**src/rtl/pwm_generator_multi.sv**
```systemverilog
`default_nettype none
// ============================================================================
// Module      : pwm_generator_multi
// Description : Multi-channel PWM generator sharing one period counter.
//               Per-channel double-buffered duty words (applied only at a
//               period boundary), per-channel polarity, frame clock and
//               period-start strobe.
// Revision    : 1.0 - initial release
// ============================================================================
module pwm_generator_multi #(
    parameter int CHANNELS = 4,
    parameter int DUTY_W   = 4,
    parameter int STEP     = 100,
    parameter int PERIOD   = 2000,
    parameter int CNT_W    = $clog2(PERIOD)
) (
    input  logic                         clk_1MHz,
    input  logic                         reset,
    input  logic                         enable,
    input  logic [CHANNELS*DUTY_W-1:0]   duty_in,
    input  logic                         duty_load,
    input  logic [CHANNELS-1:0]          invert,
    output logic                         frame_clk,
    output logic                         period_start,
    output logic [CHANNELS-1:0]          pwm_out,
    output logic                         load_ack
);

    // Threshold width is sized so duty*STEP can never overflow; the compare
    // width covers both the threshold and the counter.
    localparam int PROD_W = DUTY_W + $clog2(STEP) + 1;
    localparam int CMP_W  = (PROD_W > CNT_W) ? PROD_W : CNT_W;

    localparam logic [CNT_W-1:0]  c_last_cnt = CNT_W'(PERIOD - 1);
    localparam logic [CNT_W-1:0]  c_half_cnt = CNT_W'(PERIOD / 2);
    localparam logic [PROD_W-1:0] c_step     = PROD_W'(STEP);

    logic [CNT_W-1:0]           r_cnt;
    logic [CHANNELS*DUTY_W-1:0] r_pending;
    logic [CHANNELS*DUTY_W-1:0] r_active;
    logic                       r_pending_valid;

    logic                       w_last;
    logic                       w_xfer_run;
    logic                       w_xfer_idle;
    logic [CHANNELS-1:0]        w_pwm_next;

    assign w_last      = (r_cnt == c_last_cnt);
    // Running: swap duties only on the last count so a period is never cut.
    assign w_xfer_run  = enable && w_last && (r_pending_valid || duty_load);
    // Stopped: no period in progress, so apply the cycle after capture.
    assign w_xfer_idle = !enable && r_pending_valid;

    // Per-channel compare; saturation falls out naturally since cnt < PERIOD.
    for (genvar i = 0; i < CHANNELS; i++) begin : g_ch
        logic [PROD_W-1:0] w_thresh;
        assign w_thresh      = PROD_W'(r_active[i*DUTY_W +: DUTY_W]) * c_step;
        assign w_pwm_next[i] = enable
                             ? ((CMP_W'(r_cnt) < CMP_W'(w_thresh)) ^ invert[i])
                             : invert[i];
    end

    // Shared period counter: held at zero while stopped, wraps at PERIOD-1.
    always_ff @(posedge clk_1MHz) begin
        if (reset) begin
            r_cnt <= '0;
        end else if (!enable || w_last) begin
            r_cnt <= '0;
        end else begin
            r_cnt <= r_cnt + 1'b1;
        end
    end

    // Duty double buffer: capture into pending, transfer to active at boundary.
    always_ff @(posedge clk_1MHz) begin
        if (reset) begin
            r_pending       <= '0;
            r_pending_valid <= 1'b0;
            r_active        <= '0;
            load_ack        <= 1'b0;
        end else begin
            load_ack <= 1'b0;
            if (duty_load) begin
                r_pending <= duty_in;
            end
            if (w_xfer_run) begin
                // A load landing on the last count bypasses the buffer.
                r_active        <= duty_load ? duty_in : r_pending;
                r_pending_valid <= 1'b0;
                load_ack        <= 1'b1;
            end else begin
                if (w_xfer_idle) begin
                    r_active        <= r_pending;
                    r_pending_valid <= 1'b0;
                    load_ack        <= 1'b1;
                end
                if (duty_load) begin
                    r_pending_valid <= 1'b1;
                end
            end
        end
    end

    // Registered outputs decoded from the current counter value.
    always_ff @(posedge clk_1MHz) begin
        if (reset) begin
            frame_clk    <= 1'b0;
            period_start <= 1'b0;
            pwm_out      <= '0;
        end else begin
            frame_clk    <= enable && (r_cnt < c_half_cnt);
            period_start <= enable && (r_cnt == '0);
            pwm_out      <= w_pwm_next;
        end
    end

endmodule
`default_nettype wire

```
**config.mk**
```make
export PLATFORM = sky130hd
export DESIGN_NAME = pwm_generator_multi
export DESIGN_NICKNAME = d
export VERILOG_FILES = /design/src/rtl/pwm_generator_multi.sv
export SDC_FILE = /design/constraint.sdc
export NUM_CORES = 1
export LEC_CHECK = 0
export ABC_AREA = 1
export CAP_MARGIN = 20
export CORE_ASPECT_RATIO = 1.25
export CORE_MARGIN = 2
export CORE_UTILIZATION = 25
export DETAILED_ROUTE_END_ITERATION = 6
export GPL_TIMING_DRIVEN = 0
export PLACE_DENSITY = 0.52
export SYNTH_ARGS = -nofsm -noshare
export SYNTH_HDL_FRONTEND = slang
export SYNTH_SLANG_ARGS = --single-unit
```
**constraint.sdc**
```tcl
create_clock -name clk_1MHz -period 3 [get_ports clk_1MHz]
set_input_delay 0.6 -clock clk_1MHz [delete_from_list [all_inputs] [get_ports clk_1MHz]]
set_output_delay 0.6 -clock clk_1MHz [all_outputs]
set_load 0.01 [all_outputs]
```
==> flow_metrics.py <==
metrics = {
    "run_status": {
        "status": "completed",
    },
    "die": {
        "rows": 50,
        "ioPinCount": 31,
        "coreArea_mm2": 0.0151,
        "die_w_um": 115,
        "start_util": 0.257,
        "die_area_mm2": 0.0165,
        "die_h_um": 143,
    },
    "critical_path": {
        "crit_start": "r_active[0]",
        "rr_endpoint": "pwm_out[0]",
        "crit_required_ns": 3.19,
        "critPathMaxStageDelay_ns": 0.44,
        "crit_top_cell": "ha_1",
        "crit_path_cell_trace": "ha_1 > ha_1 > fa_1 > a31o_2 > xnor2_1 > ha_1 > nand2_1 > nor2_1 > nand3_1 > nand3_1 > nand2_1 > inv_1 > nor2_1",
        "cp.arrival_ns": 2.89,
        "path_class": "flip-flop to flip-flop",
        "rr_startpoint": "r_active[0]",
        "worst_setup_path_end_kind": "flip-flop",
        "worstSetupEndpoint": "pwm_out[0]",
        "crit_fanout": 4,
        "rrSetupSlack_ns": 0.30,
        "r2r_cells": 13,
        "cp_slowest_cell": "dfxtp_1",
        "critPathLaunchType": "flip-flop",
    },
    "placement": {
        "portBuffers": 28,
        "dp_cells": 777,
        "gp_congestion": 0.778,
        "dpl_worst_slack_ns": 0.272,
        "detailed_place_hpwl_um": 7540,
    },
    "synth": {
        "synthSimpleGateAreaFrac": 0.281,
        "syn_avg_cell_area_um2": 7.17,
        "syn_inst": 541,
        "syn_area_mm2": 0.00388,
        "synth_top_family_by_area": "simple AND/OR/NAND/NOR gates",
        "ys_seq_elements": 51,
        "ys.flop_type": "dfxtp_1",
        "synth-edff-count": 0,
        "synthXorXnorAreaFrac": 0.0271,
        "yosysWarnings": 0,
        "synthDistinctLibCells": 26,
        "seq_area_frac_synth": 0.263,
        "synth_fa_ha_area_frac": 0.247,
        "synth_compound_area_frac": 0.0865,
        "synthArstFlopShare": 0,
        "muxShareOfSynthArea": 0,
        "syn_nets": 639,
    },
    "clocking": {
        "cts.sinks": 51,
        "insertion_delay_ns": 0.30,
        "hold_buffers": 0,
        "htreeDepth": 2,
        "cts_buffers": 5,
        "clk_path_buf_depth": 2,
        "cts_resized": 0,
        "cts_root_buf": "clkbuf_16",
        "post_cts_buffers": 0,
        "path_clk_slew_ns": 0.07,
        "cts_tree": "done",
    },
    "finish": {
        "multi_input_area_mm2": 0.00249,
        "fillers": 1648,
        "nNetsFinal": 674,
        "syn_to_final_growth_pct": 18.9,
        "antenna_cells": 0,
        "final_cell_count_no_fill": 785,
        "layout-drive-gt1-share": 0.0520,
        "ff_latch_area_mm2": 0.00102,
    },
    "routing": {
        "vias": 3398,
        "ant_nets": 0,
        "viasPerCell": 4.33,
        "drc_errors": 0,
        "wl_per_cell_um": 11.7,
        "routed_wirelength_um": 9220,
        "drt_iter0_drc": 87,
        "drtPass1Iterations": 4,
    },
    "power_and_ir_drop": {
        "p_leak_nw": 2.26,
        "max-vdd-ir-drop_uv": 221,
        "powerDensity_mw_per_mm2": 366,
    },
    "global_route": {
        "grt_max_degree": 17,
        "grt_use_total": 0.122,
        "grt_util_met2": 0.217,
        "grt_pass1_wl_um": 16100,
        "first_global_vias": 3332,
        "busiest_layer": "met2",
        "overflow": 0,
        "antenna_found_initial": 0,
        "use_met3": 0.0199,
        "grtUsageMet1": 0.150,
    },
    "timing": {
        "setup-violations-final": 0,
        "maxSlewHeadroom": 0.694,
        "fmax_mhz": 371,
        "finalHoldViolCount": 0,
        "finalCritPeriodShare": 0.899,
        "finClkSkew_ns": 0.00826,
        "finalCriticalPeriod_ns": 2.70,
        "layout_setup_ws_ns": 0.302,
        "fin_setup_tns_ns": 0,
        "tightest_slew_ns": 0.455,
        "rsz0062_at_grt": "no",
        "drv_slew": 0,
    },
    "min_path": {
        "hold_class": "flip-flop to flip-flop",
    },
    "flow_run": {
        "drv_cap": 0,
    },
}
[cell usage in the layout, fill, tap and decap left out, types with 8 or more instances in the layout]
| cell type | instances |
|---|---|
| nand2_1 | 139 |
| inv_1 | 70 |
| ha_1 | 70 |
| dfxtp_1 | 51 |
| nor2_1 | 44 |
| a21oi_1 | 38 |
| nand3_1 | 38 |
| clkdlybuf4s50_1 | 28 |
| nand4_1 | 20 |
| o21ai_0 | 19 |
| xnor2_1 | 11 |
| clkbuf_1 | 8 |
[final cells by class]
type,count,area share
plain buffers,18,0.0206
clock buffers,5,0.0271
clock inverters,3,0.0147
inverters,73,0.0594
multi-input cells,399,0.539
flip-flops and latches,51,0.221
well taps,208,0.0564
repair buffers,28,0.0608
[routing by layer]
| metal | part of all wire | vias up |
|---|---|---|
| met4 | 0.016 | 0 |
| met3 | 0.039 | 9 |
| li1 | - | 1837 |
| met1 | 0.47 | 1500 |
| met5 | 0 | - |
| met2 | 0.48 | 52 |
[synthesized netlist by cell type (2+ instances only)]
cell type	count	area [um2]
nand2_1	139	522
ha_1	70	876
inv_1	70	263
dfxtp_1	51	1020
nor2_1	44	165
a21oi_1	38	190
nand3_1	38	190
nand4_1	20	125
o21ai_0	19	95.1
xnor2_1	11	96.3
clkbuf_1	8	30.0
buf_2	7	35.0
fa_1	4	80.1
nor3_1	4	20.0
a31o_2	3	26.3
inv_2	3	11.3
buf_6	2	22.5
nor2_2	2	12.5
[state kept, by name (all words and copies together) (netlist names)]
signal and cells:
frame_clk 1, r_pending 16, r_cnt 11, r_pending_valid 1, load_ack 1, r_active 16, period_start 1, pwm_out 4
[how the worst min path moves through the flow]
stage,from,to,cells after the start
global route,r_cnt[0],r_cnt[0],1
finish,r_cnt[0],r_cnt[0],1
CTS,r_cnt[0],r_cnt[0],1
detailed placement,r_cnt[0],r_cnt[0],1
global placement,r_cnt[0],r_cnt[0],1
floorplan,r_cnt[0],r_cnt[0],1
[report_power, final]
| group | internal [mW] | switching (mW) | total [mW] |
|---|---|---|---|
| clock | 0.478 | 0.270 | 0.748 |
| combinational | 0.0946 | 0.122 | 0.217 |
| sequential | 0.706 | 0.0168 | 0.723 |
[metrics by stage]
stage	cell area, um2	power, mW	util	hold slack [ns]
after global routing	4610	1.78	0.306	0.534
final	4610	1.69	0.306	0.487
after floorplan	3880	0.871	-	0.441
after detailed placement	4420	0.958	0.293	0.476
after CTS	4610	1.71	0.306	0.492
after global placement	4420	0.952	0.293	0.467
[critical path: cells and delay by family (launching register included)]
kind / cells / cell delay (ns)
compound gates: 1 / 0.22
xor+xnor: 1 / 0.14
fa+ha+maj: 4 / 1.25
buf+inv: 1 / 0.04
flops: 1 / 0.44
simple gates: 6 / 0.50
[cells by family (layout without fill, tap and decap cells)]
group,after synthesis,count (layout)
xor gates and xnor gates,12,12
adders and majority gates,74,74
and+or+nand+nor,251,251
AOI/OAI and AO/OA,62,62
DFF,51,51
buffers and inverters,91,127
No activity file was read; power rests on OpenSTA's default activity.
